$ cat config.mk
export PLATFORM = sky130hd
export DESIGN_NAME = reg_bus_arbiter
export DESIGN_NICKNAME = d
export VERILOG_FILES = /design/src/rtl/reg_bus_arbiter.sv
export SDC_FILE = /design/constraint.sdc
export NUM_CORES = 1
export LEC_CHECK = 0
export CAP_MARGIN = 5
export CORE_MARGIN = 2
export CORE_UTILIZATION = 41
export DETAILED_ROUTE_END_ITERATION = 12
export PLACE_DENSITY = 0.75
export SLEW_MARGIN = 30
export SYNTH_ARGS = -nofsm -noshare
export SYNTH_HDL_FRONTEND = slang
export SYNTH_SLANG_ARGS = --single-unit
$ cat constraint.sdc
create_clock -name clock -period 1.9 [get_ports clock]
set_clock_uncertainty 0.15 [all_clocks]
set_input_delay 0.38 -clock clock [delete_from_list [all_inputs] [get_ports clock]]
set_output_delay 0.38 -clock clock [all_outputs]
set_load 0.02 [all_outputs]
$ cat src/rtl/reg_bus_arbiter.sv
// Round-robin arbiter sharing the register-file select path among four requesters.
// Grant, select and strobes appear one edge after an IDLE request; losers hold req until IDLE.
module reg_bus_arbiter #(
  parameter int unsigned HOLD = 1
) (
  input  logic        clock,
  input  logic        clear,
  input  logic [3:0]  req,
  input  logic [15:0] req_idx,
  input  logic [3:0]  req_wr,
  output logic [3:0]  grant,
  output logic [3:0]  sel_out,
  output logic        sel_valid,
  output logic        rin,
  output logic        rout,
  output logic [3:0]  done,
  output logic        busy
);

  typedef enum logic [1:0] {
    IDLE = 2'd0,
    XFER = 2'd1,
    DONE = 2'd2
  } state_t;

  state_t      state_q;
  logic [1:0]  ptr_q;
  logic [1:0]  win_q;
  logic [3:0]  cnt_q;
  logic [3:0]  grant_q;
  logic [3:0]  sel_q;
  logic [3:0]  done_q;
  logic        sel_valid_q;
  logic        rin_q;
  logic        rout_q;
  logic        busy_q;

  logic [1:0]  win_d;
  logic [1:0]  cand;
  logic        found;

  // Scan ptr, ptr+1, ... (mod 4); the 2-bit add provides the wrap.
  always_comb begin
    win_d = ptr_q;
    cand  = ptr_q;
    found = 1'b0;
    for (int k = 0; k < 4; k++) begin
      cand = ptr_q + 2'(k);
      if (!found && req[cand]) begin
        win_d = cand;
        found = 1'b1;
      end
    end
  end

  always_ff @(posedge clock or negedge clear) begin
    if (!clear) begin
      state_q     <= IDLE;
      ptr_q       <= 2'd0;
      win_q       <= 2'd0;
      cnt_q       <= 4'd0;
      grant_q     <= 4'd0;
      sel_q       <= 4'd0;
      sel_valid_q <= 1'b0;
      rin_q       <= 1'b0;
      rout_q      <= 1'b0;
      done_q      <= 4'd0;
      busy_q      <= 1'b0;
    end else begin
      case (state_q)
        IDLE: begin
          if (found) begin
            state_q     <= XFER;
            win_q       <= win_d;
            grant_q     <= 4'b0001 << win_d;
            sel_q       <= req_idx[{win_d, 2'b00} +: 4];
            sel_valid_q <= 1'b1;
            // The strobe pair doubles as the latched read/write direction.
            rin_q       <= req_wr[win_d];
            rout_q      <= ~req_wr[win_d];
            cnt_q       <= 4'(HOLD - 1);
            busy_q      <= 1'b1;
          end
        end
        XFER: begin
          if (cnt_q == 4'd0) begin
            state_q <= DONE;
            rin_q   <= 1'b0;
            rout_q  <= 1'b0;
            done_q  <= grant_q;
          end else begin
            cnt_q <= cnt_q - 4'd1;
          end
        end
        DONE: begin
          state_q     <= IDLE;
          ptr_q       <= win_q + 2'd1;
          done_q      <= 4'd0;
          grant_q     <= 4'd0;
          sel_q       <= 4'd0;
          sel_valid_q <= 1'b0;
          busy_q      <= 1'b0;
        end
        default: begin
          state_q     <= IDLE;
          grant_q     <= 4'd0;
          sel_q       <= 4'd0;
          sel_valid_q <= 1'b0;
          rin_q       <= 1'b0;
          rout_q      <= 1'b0;
          done_q      <= 4'd0;
          busy_q      <= 1'b0;
        end
      endcase
    end
  end

  assign grant     = grant_q;
  assign sel_out   = sel_q;
  assign sel_valid = sel_valid_q;
  assign rin       = rin_q;
  assign rout      = rout_q;
  assign done      = done_q;
  assign busy      = busy_q;

  a_strobe_excl: assert property (@(posedge clock) disable iff (!clear) !(rin && rout));
  a_grant_1hot:  assert property (@(posedge clock) disable iff (!clear) $onehot0(grant));

endmodule
# Word-level counts from Yosys, hierarchy flattened

Index checks and enable logic that the tools add are counted.

Flip-flop bits (word level): 25
Output and inout port bits: 16
Word-level logic and storage cells: 82
Bits of input ports: 26

Equal/unequal tests: 5
Mux-type cells: 36
Add/sub/neg operators: 5
Shifts and indexed selects: 2
Bitwise gates (word level): 4
Reductions and logical operators: 15
Order comparisons: 5

Operator list:

| kind                                                                         | count |
|---|---|
| 4-bit case mux with 2 select lines                                           | 4 |
| 4-bit two-way mux                                                            | 5 |
| 16-bit by 5-bit indexed part select with 4-bit output                        | 1 |
| 2-bit by 3-bit less-than comparator with 1-bit output, second input constant | 5 |
| 1-bit two-way mux                                                            | 13 |
| 1-bit binary-select mux with 2-bit select                                    | 5 |
| 2-bit two-way mux                                                            | 5 |
| 2-bit AND reduction                                                          | 4 |
| 2-bit inequality test, second input constant                                 | 3 |
| 1-bit case mux with 3 select lines                                           | 2 |
| 3-bit AND reduction                                                          | 2 |
| 2-bit by 1-bit adder with 2-bit output, second input constant                | 2 |
| 2-bit adder, second input constant                                           | 2 |
| 4-bit zero test                                                              | 1 |
| 1-bit inverter                                                               | 4 |
| 2-bit case mux with 2 select lines                                           | 1 |
| 1-bit by 2-bit << shifter with 4-bit output, first input constant            | 1 |
| 4-bit by 1-bit subtractor with 4-bit output, second input constant           | 1 |
| 1-bit logical AND                                                            | 3 |
| 1-bit zero test                                                              | 3 |
| 2-bit by 1-bit equality test with 1-bit output, second input constant        | 1 |
| 2-bit equality test, second input constant                                   | 1 |
| 2-bit zero test                                                              | 1 |
| 1-bit case mux with 2 select lines                                           | 1 |
| 2-bit nonzero test                                                           | 1 |

# Depth between registers and ports, before layout

Depth after elaboration: 17
Depth in mapped cells: 7
Gate-level depth less buffers: 7

# Least setup slack after synthesis

No wires, ideal clock.

Kind: register -> register
Start point: reg ptr_q[0]
End point: reg sel_q[0] (netlist: sel_out[0])
Data required time: 1.632 ns
Path slack: 0.109 ns
Setup time: 0.118 ns
Data arrival time: 1.523 ns
Path buffers: 1
Clock period less this slack: 1.791 ns
Cell stages (with the launch flop): 8
Cell sequence: dfrtp_1 nor2b_1 a2bb2oi_2 o221ai_2 buf_6 mux2i_1 o22ai_1 a21o_1

Word-level cells in the longest chain between the ends: 15
Elaborated cells between the ends (all ways): 29
Classes of those cells: 3 x add/sub; 1 x eq/ne; 1 x shift; 17 x mux; 7 x reduce/logical

Ends and longest elaborated chain:

| what                                                                            | line | RTL |
|---|---|---|
| from (decl)                                                                     | 27   | `logic [1:0] ptr_q;` |
| from (signal assigned)                                                          | 97   | `ptr_q <= win_q + 2'd1;` |
| branches (longest 15 deep; another with 2-bit by 1-bit adder with 2-bit output) | -    |  |
| to (signal assigned)                                                            | 76   | `sel_q <= req_idx[{win_d, 2'b00} +: 4];` |
| to (decl)                                                                       | 31   | `logic [3:0] sel_q;` |

Parallel ways; which one is timed is not known. The select of a mux whose other input is x is not followed.
A chain may end at the register's enable or synchronous reset.

# Worst setup path in the final report

Start point: in req[2]
End point: reg sel_q[0] (netlist: sel_out[0])

Word-level cells in the longest chain between the ends: 15
Elaborated cells between the ends (all ways): 26
Classes of those cells: 1 x eq/ne; 1 x shift; 17 x mux; 7 x reduce/logical

Ends and longest elaborated chain:

| what                                                  | line | RTL |
|---|---|---|
| from (decl)                                           | 8    | `input logic [3:0] req,` |
| 1-bit binary-select mux with 2-bit select             | 49   | `if (!found && req[cand]) begin` |
| 1-bit two-way mux (implied by the code)               | 49   |  |
| 1-bit two-way mux                                     | 49   |  |
| 1-bit zero test                                       | 49   |  |
| 1-bit logical AND                                     | 49   |  |
| 1-bit two-way mux                                     | 49   |  |
| 1-bit zero test                                       | 49   |  |
| 1-bit logical AND                                     | 49   |  |
| 1-bit two-way mux                                     | 49   |  |
| 1-bit zero test                                       | 49   |  |
| 1-bit logical AND                                     | 49   |  |
| 2-bit two-way mux                                     | 49   |  |
| 16-bit by 5-bit indexed part select with 4-bit output | 76   |  |
| 4-bit two-way mux                                     | 72   | `if (found) begin` |
| 4-bit case mux with 2 select lines                    | 70   | `case (state_q)` |

Parallel ways exist; a longest one is shown, timed or not. The select of a mux whose other input is x is not followed.

==> results.py <==
metrics = {
    "final_layout": {
        "fin_nets": 219,
        "multi_input_comb_area_um2": 668.1,
        "mostFrequentLayoutCells": "30 x clkdlybuf4s50_1, 25 x dfrtp_1, 18 x nand2_1, 18 x buf_4, 14 x o21ai_0",
        "layout-drive-gt1-share": 0.1895,
        "number_of_antenna_cells_inserted": 0,
        "fin_area_mm2": 0.001983,
        "n_fill_cell": 252,
        "layout.cells.most_common": "clkdlybuf4s50_1",
        "regArea_um2": 625.6,
        "areaGrowthSynthToFinish_pct": 53.88,
    },
    "floorplanning": {
        "initial_utilization": 0.4256,
        "die_h_um": 60.07,
        "rows": 20,
        "io_pins": 42,
        "placeableCoreArea_mm2": 0.003028,
        "dieArea_mm2": 0.003608,
        "die_w_um": 60.07,
    },
    "logic_synthesis": {
        "post_synth_xor_area_fraction": 0.02039,
        "synth_simple_gate_area_share": 0.1738,
        "synth_ff_type": "dfrtp_1",
        "synth.mux.area_fraction": 0.09417,
        "ys_seq_elements": 25,
        "yosys.area.top_type_share": 0.4854,
        "synth_compound_gate_area_share": 0.1748,
        "synth-edff-count": 0,
        "mapped_nets": 156,
        "synth_top_family_by_area": "compound AO/OA/AOI/OAI gates",
        "syn_avg_cell_area_um2": 10.07,
        "post-synth-top-area-cell": "dfrtp_1",
        "yosysUniqueCellTypes": 33,
        "postSynthCellCount": 128,
        "synthArstFlopShare": 1.000,
        "yosys-top-cells-area": "dfrtp_1 49%, mux2i_1 8.5%, nand2_1 5.5%",
        "netlist_area_mm2": 0.001289,
        "ys_seq_area_frac": 0.4854,
        "synth_adder_area_share": 0.01942,
        "yosys_warnings": 0,
    },
    "clock_network": {
        "cts_buffers": 3,
        "cts_root_buffer": "clkbuf_4",
        "worstSkewPairLatency_ns": 0.32,
        "cts_tree": "built",
        "clk_transition_reported_paths_ns": 0.14,
        "cts_hold_buf": 0,
        "clock_tree.buffer_depth": 2,
        "cts.htree.levels": 1,
        "clk_sinks": 25,
    },
    "route": {
        "drt_iter0_markers": 47,
        "detailroute.via_count": 1168,
        "antenna_left": 0,
        "detail_route.wl_per_cell_um": 14.18,
        "vias_per_cell": 4.991,
        "route.final.wire_length_mm": 3.319,
        "dr.pass1.iters": 4,
        "drc": 0,
    },
    "sta": {
        "fin_crit_sh": 0.9975,
        "achievable-frequency_ghz": 0.5276,
        "fin_hold_ws_ns": 0.2515,
        "report.final.setup_viol": 0,
        "timing_max_transition_violations_final": 0,
        "tightest_slew_ns": 0.3666,
        "rsz0062_at_grt": "true",
        "finalSetupTns_ns": 0,
        "timing_hold_violations_final": 0,
        "layout_min_cycle_time_ns": 1.895,
        "max-slew-margin-rel": 0.7534,
    },
    "critical_path": {
        "crit_required_ns": 1.98,
        "critical_path_arrival_ns": 1.97,
        "reg2reg_slack_ns": 0.01,
        "critical-path-max-stage-delay_ns": 0.48,
        "timing.critical_path.cells": "clkdlybuf4s50_1, nor2b_2, o21ai_2, o221ai_4, buf_6, mux2i_1, o22ai_1, a21o_1",
        "path_buf_inv": 2,
        "worstSetupStartpointType": "input port",
        "critPathSlowestCell": "clkdlybuf4s50_1",
        "timing_worst_setup_path_type": "in2reg",
        "critical_path.reg2reg.endpoint": "sel_out[0]",
        "ff2ff_path_depth": 7,
        "critical_path.endpoint_type": "register",
        "worst_r2r_startpoint": "ptr_q[0]",
        "crit_path_max_fanout": 5,
        "crit_cells": 8,
        "crit_family": "buffers and inverters",
    },
    "place": {
        "postPlaceCellArea_mm2": 0.001859,
        "dp.final_hpwl_mm": 2.437,
        "io_buffer_count": 41,
        "gpl.final_weighted_congestion": 0.8161,
    },
    "global_route": {
        "antenna_violations_before_repair": 0,
        "grt_usage": 0.1894,
        "grt_pass1_vias": 1198,
        "overflow": 0,
        "grt_pass1_wl_mm": 5.112,
        "grt_max_degree": 26,
    },
    "power_and_ir_drop": {
        "power_leakage_nw": 1.027,
        "power_per_cell_area_mw_per_mm2": 1421,
        "peakVddDrop_v": 0.0008342,
        "totalPowerFinal_mw": 2.818,
    },
    "run": {
        "maxCapViolations": 0,
    },
    "run_status": {
        "status": "finished, final reports clean",
    },
    "min_path": {
        "min_path_type": "in2async",
    },
}
[synth_stat cells (all sizes together), types with 2 or more instances]
cell type / count
nor2: 8
dfrtp: 25
nand2: 20
inv: 5
nand2b: 7
nor4: 3
o31ai: 2
nor2b: 4
xnor2: 2
ha: 2
a21o: 5
o21ai: 15
o22ai: 4
nor3: 2
buf: 2
mux2i: 11
[cell families (layout without fill, tap and decap cells)]
logic type | count (synthesis) | count (layout)
compound gates | 33 | 33
xor+xnor | 3 | 3
fa+ha+maj | 2 | 2
buf+inv | 8 | 70
flops | 25 | 25
mux | 12 | 12
simple gates | 45 | 45
[per-stage QoR]
step | cells | worst slack [ns] | utilization
6_report | 234 | 0.004802 | 0.6550
5_1_grt | 234 | -0.08430 | 0.6550
4_1_cts | 232 | 0.01079 | 0.6347
3_5_place_dp | 227 | -0.5048 | 0.6141
3_3_place_gp | 227 | -0.3951 | 0.6141
2_1_floorplan | 128 | 0.1091 | -
[worst max path at each step]
stage                   from          to  slack [ns]
floorplan           ptr_q[0]  sel_out[0]        0.11
global placement      req[0]  sel_out[1]       -0.40
detailed placement    req[0]  sel_out[2]       -0.50
CTS                   req[2]         rin        0.01
global route        ptr_q[0]         rin       -0.08
finish                req[2]  sel_out[0]       0.005
[area by class of cell]
type / count / share of cell area
clock buffers: 3 / 0.01136
clock inverters: 1 / 0.002524
inverters: 5 / 0.009464
multi-input cells: 95 / 0.3369
flip-flops and latches: 25 / 0.3155
well taps: 44 / 0.02776
repair buffers: 61 / 0.2965
[power by group]
part,internal (mW),leakage (nW),switching (mW)
registers,0.756,0.320,0.200
logic,0.827,0.690,0.792
clock network,0.0789,0.0177,0.164
total,1.66,1.03,1.16
[routing by layer]
layer / global-route usage / wire (um)
met5: 0 / 0
met4: 0.05714 / 33
met3: 0.02597 / 98
met2: 0.3602 / 1828
met1: 0.2156 / 1359
[timing repair]
action | 4_1_cts | 5_1_grt
setup endpoints to repair | 12 | 21
buffers inserted | 0 | 2
cloned | 1 | 0
pin swaps | 1 | 8
gates resized for setup | 8 | 15
[sequential cells by signal (all words and copies together), names as in the netlist]
signal / flops
ptr_q: 2
grant: 4
sel_out: 4
win_q: 2
busy: 1
done: 4
cnt_q: 4
state_q: 2
rout: 1
rin: 1
Power figures use the tool's default switching activity.
